`config.mk`:
```
export PLATFORM = sky130hd
export DESIGN_NAME = rr_mux_arbiter16
export DESIGN_NICKNAME = d
export VERILOG_FILES = /design/src/rtl/rr_mux_arbiter16.sv
export SDC_FILE = /design/constraint.sdc
export NUM_CORES = 1
export LEC_CHECK = 0
export CORE_MARGIN = 2
export CORE_UTILIZATION = 45
export CTS_CLUSTER_SIZE = 24
export DETAILED_ROUTE_END_ITERATION = 7
export PLACE_DENSITY_LB_ADDON = 0.05
export SYNTH_ARGS = -nofsm -noshare
export SYNTH_HDL_FRONTEND = slang
export SYNTH_SLANG_ARGS = --single-unit
```
`constraint.sdc`:
```
create_clock -name clk -period 7.5 [get_ports clk]
set_input_delay 2.25 -clock clk [delete_from_list [all_inputs] [get_ports clk]]
set_output_delay 2.25 -clock clk [all_outputs]
set_load 0.02 [all_outputs]
```
`src/rtl/rr_mux_arbiter16.sv`:
```
// Round-robin arbiter driving the select of a shared 16:1, 32-bit mux.
// One grant at a time, bounded to MAX_BURST valid/ready beats, with a mandatory idle gap between grants.
//
// state   | meaning
// S_IDLE  | no owner; arbitrate among req starting at ptr
// S_GRANT | requester `select` owns the mux until burst limit or release
module rr_mux_arbiter16 #(
  parameter int unsigned MAX_BURST = 4
) (
  input  logic        clk,
  input  logic        reset,
  input  logic [15:0] req,
  input  logic        out_ready,
  output logic [3:0]  select,
  output logic [15:0] grant,
  output logic        out_valid,
  output logic [15:0] ack,
  output logic        busy
);

  typedef enum logic {S_IDLE, S_GRANT} state_t;

  localparam logic [7:0] LAST_BEAT = 8'(MAX_BURST - 1);

  state_t      state_q, state_d;
  logic [3:0]  select_q, select_d;
  logic [3:0]  ptr_q, ptr_d;
  logic [7:0]  beats_q, beats_d;
  logic [3:0]  winner;
  logic [3:0]  scan_idx;
  logic        found;
  logic        beat;
  logic        grant_end;

  // First set request scanning ptr, ptr+1, ... with 4-bit wrap.
  always_comb begin
    winner   = ptr_q;
    found    = 1'b0;
    scan_idx = ptr_q;
    for (int i = 0; i < 16; i++) begin
      scan_idx = ptr_q + 4'(i);
      if (!found && req[scan_idx]) begin
        winner = scan_idx;
        found  = 1'b1;
      end
    end
  end

  // A beat coinciding with reset is discarded, so it is not acknowledged either.
  assign beat      = (state_q == S_GRANT) && req[select_q] && out_ready && !reset;
  assign grant_end = (state_q == S_GRANT) &&
                     (!req[select_q] || (beat && (beats_q == LAST_BEAT)));

  always_ff @(posedge clk) begin
    if (reset) begin
      state_q  <= S_IDLE;
      select_q <= 4'd0;
      ptr_q    <= 4'd0;
      beats_q  <= 8'd0;
    end else begin
      state_q  <= state_d;
      select_q <= select_d;
      ptr_q    <= ptr_d;
      beats_q  <= beats_d;
    end
  end

  always_comb begin
    state_d  = state_q;
    select_d = select_q;
    ptr_d    = ptr_q;
    beats_d  = beats_q;
    case (state_q)
      S_IDLE: begin
        if (req != 16'd0) begin
          state_d  = S_GRANT;
          select_d = winner;
          beats_d  = 8'd0;
        end
      end
      S_GRANT: begin
        if (grant_end) begin
          state_d = S_IDLE;
          ptr_d   = select_q + 4'd1;
          beats_d = 8'd0;
        end else if (beat) begin
          beats_d = beats_q + 8'd1;
        end
      end
      default: state_d = S_IDLE;
    endcase
  end

  always_comb begin
    busy      = (state_q == S_GRANT);
    select    = select_q;
    grant     = busy ? (16'd1 << select_q) : 16'd0;
    out_valid = busy && req[select_q];
    ack       = beat ? grant : 16'd0;
  end

endmodule

```
Word level (Yosys, flattened, before mapping)
Index checks and enable logic that the tools add are counted.

storage, ports and cells
  flip-flop bits (word level) = 17
  word-level logic and storage cells = 158
  output and inout bits = 38
  bits of input ports = 19

operators by class
  bitwise gates (word level) = 1
  shift operators = 1
  eq/ne operators = 3
  $lt $le $gt $ge = 17
  mux-type cells = 73
  reduce and logical (&&, ||, !) cells = 42
  add/sub/neg operators = 17

operators with widths
  kind                  count
  $lt 4x5->1 const B    17
  $bmux 1 s4            17
  $mux 4                15
  $mux 1                34
  $add 4x4->4 const B   8
  $mux 16               2
  $mux 8                3
  $logic_and 1x1->1     20
  $logic_not 1->1       17
  $add 4x3->4 const B   4
  $pmux 8 s2            1
  $reduce_bool 16->1    1
  $shl 1x4->16 const A  1
  $add 4x1->4 const B   2
  $add 4x2->4 const B   2
  $add 8x1->8 const B   1
  $eq 8x2->1 const B    1
  $reduce_and 2->1      3
  $ne 3x1->1 const B    1
  $ne 2x2->1 const B    1
  $pmux 1 s2            1
  $logic_or 1x1->1      1
  $not 1->1             1

Logic depth before layout (Yosys ltp)
  depth in word-level cells = 48
  depth in mapped cells = 18
  gate-level depth less buffers = 11

Worst setup path before layout
Ideal clock, no wire load.

  path kind = in2out
  start = input port req[15]
  end = output port ack[13]
  path buffers = 1
  cell stages on the path = 7
  data arrival time = 4.030 ns
  path slack = 1.220 ns
  cells stage by stage = mux4_2 > mux4_2 > and2_1 > nand3b_1 > or2_2 > clkbuf_1 > nor2_1

between the ends
  cells in the longest elaborated chain, start to end = 6

RTL lines
  element                          line  RTL
  start, declared                  12    input logic [15:0] req,
  $bmux 1 s4                       --
  $mux 1                           --
  $logic_and 1x1->1                --
  via out_valid                    16    output logic out_valid,
  $logic_and 1x1->1 (2 in series)  50    assign beat = (state_q == S_GRANT) && req[select_q] && out_ready && !reset;
  $mux 16                          99    ack = beat ? grant : 16'd0;
  end, declared                    17    output logic [15:0] ack,

The timed path passes the listed nets, and every way through them passes these cells. The select of a mux whose other input is x is not followed.

Worst setup path after layout
  start = input port req[15]
  end = output port ack[13]

between the ends
  cells in the longest elaborated chain, start to end = 6

RTL lines
  element                          line
  $bmux 1 s4                       50
  $mux 1 (implied by the code)     50
  $logic_and 1x1->1 (3 in series)  50
  $mux 16                          99

Every way passes these cells. The select of a mux whose other input is x is not followed.

==> key figures <==
Outcome
  • Status: finished clean

Setup path
  • Arrival @ worst endpoint: 4.96 ns
  • Critical Path Sink Type: primary output
  • CP max stage cell: clkdlybuf4s50_1
  • CP delay by family, top: buffers and inverters
  • Buf+Inv Stages, Crit Path: 2
  • Crit-path cells: clkdlybuf4s50_1 -> mux4_2 -> mux4_2 -> and2_1 -> nand3b_1 -> or2_2 -> nor2_1 -> clkdlybuf4s50_1
  • Worst Reg-to-Reg Cells: 13
  • Req. time, crit path: 5.25 ns
  • R2R Setup Slk: 2.48 ns
  • Startpoint type of the worst setup path: input port
  • CP max FO: 9
  • Type of the worst setup path: in -> out
  • Slowest cell delay on critical path: 0.54 ns
  • CP Depth: 8

Die
  • DIE AREA: 9220 µm²
  • Die Y: 96.0 µm
  • Top-level I/O count: 57
  • Row count: 33
  • Die span in x: 96.0 µm
  • Core area: 8220 µm²
  • Initial Util: 46.4%

Yosys
  • Ys async rst share: 0%
  • Adder-cell share of the synthesized area: 4.60%
  • Sequential cell area fraction in the yosys report: 8.93%
  • Ys Warns: 0
  • Simple-gate share of the synthesized area: 20.7%
  • Largest family of logic cells by synthesized area: multiplexers
  • EDFF count, synth: 0
  • Post-Synth XOR/XNOR Area: 5.25%
  • Netlist cell types: 58
  • Post-synthesis cell area: 3810 µm²
  • Yosys reg bits: 17
  • Mux cell area share after synthesis: 40.9%
  • Synth Area in Compound Gates: 14.9%
  • Gate Count Post-Synth: 446
  • Syn nets: 479
  • Mapped Avg Cell Area: 8.55 µm²
  • Ys flop type: dfxtp_1

Detailed routing
  • Detailed Routing Iterations Pass 1: 5
  • Metal2 WL: 6.15 mm
  • DR iter-0 viols: 303
  • Routed WL per cell: 20.3 µm
  • Via count: 3938
  • Antenna Nets Post-Route: 0
  • Met1 Wirelength: 5.12 mm
  • Post-DR vias/cell: 6.50
  • WL met3: 717 µm
  • Post-route DRC violation count: 0
  • Routed WL: 12.3 mm
  • Uppermost routed layer: met4

Pwr
  • Comb pwr share: 88.8%
  • Sw power: 0.00103 W
  • Sw Share: 55.9%
  • Internal cell power: 0.000815 W
  • Clock power frac: 3.7%
  • LEAKAGE: 1.59 nW
  • Max IR drop VDD: 0.000243 V
  • Pwr dens: 403 nW/µm²
  • Sequential Power Share: 7.4%

Clocking
  • CTS root buf: clkbuf_8
  • CTS buffer count: 3
  • Post-CTS setup buffers: 0
  • CTS Hold Bufs: 0
  • Resize count post-CTS: 0
  • H-tree levels: 1
  • Clk pin slew, worst setup/hold paths: 0.07 ns
  • Clk sinks: 17
  • Max Root-Sink Buffers: 2
  • Worst skew pair latency: 0.25 ns
  • CTS tree: built

Cells and area
  • Fin nets: 535
  • Fraction of layout instances using a drive strength above 1: 18.4%
  • Diodes inserted: 0
  • Fillers: 766
  • Area growth, synth to finish: 20.4%
  • Fin util: 55.8%

GRT
  • Largest net degree at the start of global routing: 33
  • Initial antenna violation count: 0
  • Vias in the first global route: 3608
  • First-pass GRT wire length: 19.6 mm
  • Total global-route track usage: 27.5%
  • Total grt overflow: 0

Placement
  • GPL Wtd Cong: 1.01
  • Dpl hpwl: 9.90 mm
  • PortBufs: 56

Hold path
  • Hold path depth: 2
  • Worst Hold Class: reg -> reg

Timing
  • Slew @ Worst Pin: 0.816 ns
  • Clock Skew: 0.00187 ns
  • Max-slew headroom: 44.0%
  • Slew Viols, Final: 0
  • Unrepaired setup endpoints after global routing: false
  • Period utilization: 96.2%
  • FMAX: 139 MHz
  • Hold Fails Final Rpt: 0
  • Setup TNS Final: 0 ns
  • Setup-failing EPs final: 0
  • Tmin final: 7.21 ns
  • Min Hold Slack: 0.517 ns

Flow run
  • Max Cap Viol: 0
## layout make-up
cell class	instances	area (µm²)	share of cell area (%)
Multi-Input combinational cell	390	3290	71.8
Sequential cell	17	340	7.42
Tap cell	105	131	2.86
Timing Repair Buffer	79	733	16.0
Inverter	11	41.3	0.900
Clock buffer	3	41.3	0.900
Clock inverter	1	5.00	0.109
## power by group through the flow
stage                     logic, W  registers [W]  clock network [W]
after CTS                  0.00161       0.000137          0.0000714
after floorplan            0.00121       0.000136                  0
after detailed placement   0.00160       0.000139                  0
final                      0.00164       0.000137          0.0000691
after global routing       0.00178       0.000141          0.0000743
after global placement     0.00158       0.000139                  0
## placed cells by master (no fill, tap or decap), drive strengths merged, types with 4 or more instances in the layout
cell           Yosys  routed
nor2              57      57
clkdlybuf4s50      0      56
mux2i             50      50
nand2             40      40
mux4              35      35
mux2              23      23
buf               14      23
a21oi             20      20
dfxtp             17      17
ha                14      14
xor2              14      14
nor3              12      12
o21ai             12      12
inv               11      11
nand4              9       9
xnor2              8       8
nor4               7       7
nand3              7       7
nor2b              7       7
a211oi             6       6
a32oi              6       6
or2                6       6
nand2b             5       5
nand3b             5       5
o211ai             5       5
a31oi              4       4
## flip-flops by register name (all words and copies together), names as in the netlist
register  cells
ptr_q         4
select        4
beats_q       8
busy          1
## path summary, 6_finish.rpt
kind | startpoint | end
max | req[15] | ack[13]
min | beats_q[7] | beats_q[7]
max reg2reg | ptr_q[0] | select[0]
min reg2reg | beats_q[7] | beats_q[7]
## synthesized netlist by cell type (all sizes together), types with 2 or more instances
cell     count  area, µm²
a2111oi      2       17.5
a211oi       6       45.0
a21boi       2       15.0
a21o         2       15.0
a21oi       20        100
a221oi       3       26.3
a22oi        2       15.0
a31oi        4       25.0
a32oi        6       52.6
buf         14       82.6
clkbuf      14       52.6
dfxtp       17        340
ha          14        175
inv         11       41.3
mux2        23        259
mux2i       50        500
mux4        35        800
nand2       40        150
nand2b       5       31.3
nand3        7       35.0
nand3b       5       37.5
nand4        9       56.3
nand4b       2       17.5
nor2        57        214
nor2b        7       46.3
nor3        12       60.1
nor4         7       43.8
o2111ai      2       17.5
o211ai       5       37.5
o21ai       12       60.1
o2bb2ai      3       26.3
o311ai       2       17.5
o31ai        3       27.5
o32ai        3       33.8
or2          6       37.5
or3          2       12.5
xnor2        8       70.1
xor2        14        130
## through the flow
stage	cells	power [W]	setup slack, ns	area [µm²]
after global placement	602	0.00172	0.355	4540
after global routing	606	0.00199	0.184	4590
final	606	0.00185	0.287	4590
after floorplan	446	0.00135	1.22	3810
after CTS	606	0.00181	0.297	4590
after detailed placement	602	0.00174	0.296	4540
## worst reg2reg max path, stage by stage, from the launching register on
cell and delay [ns]:
dfxtp_1 0.31, buf_4 0.38, inv_1 0.40, ha_1 0.60, buf_4 0.45, mux2i_1 0.24
mux4_2 0.52, mux2i_1 0.50, or2_0 0.39, nor3_1 0.08, buf_4 0.19, a211oi_1 0.25
o21ai_0 0.25, o311ai_0 0.35
## per-layer routing
| metal | vias to the layer above | track usage [%] |
|---|---|---|
| met5 | - | 0 |
| met4 | 0 | 7.14 |
| met3 | 29 | 4.39 |
| met2 | 161 | 46.9 |
| met1 | 1912 | 36.2 |
| li1 | 1836 | - |
## cells by family (layout without fill, tap and decap cells)
logic type                 Yosys count  count (layout)
AOI/OAI and AO/OA                   81              81
and+or+nand+nor                    165             165
buffers and inverters               39              94
adders and majority gates           14              14
DFF                                 17              17
xor gates and xnor gates            22              22
muxes                              108             108
No activity file was read; power rests on OpenSTA's default activity.
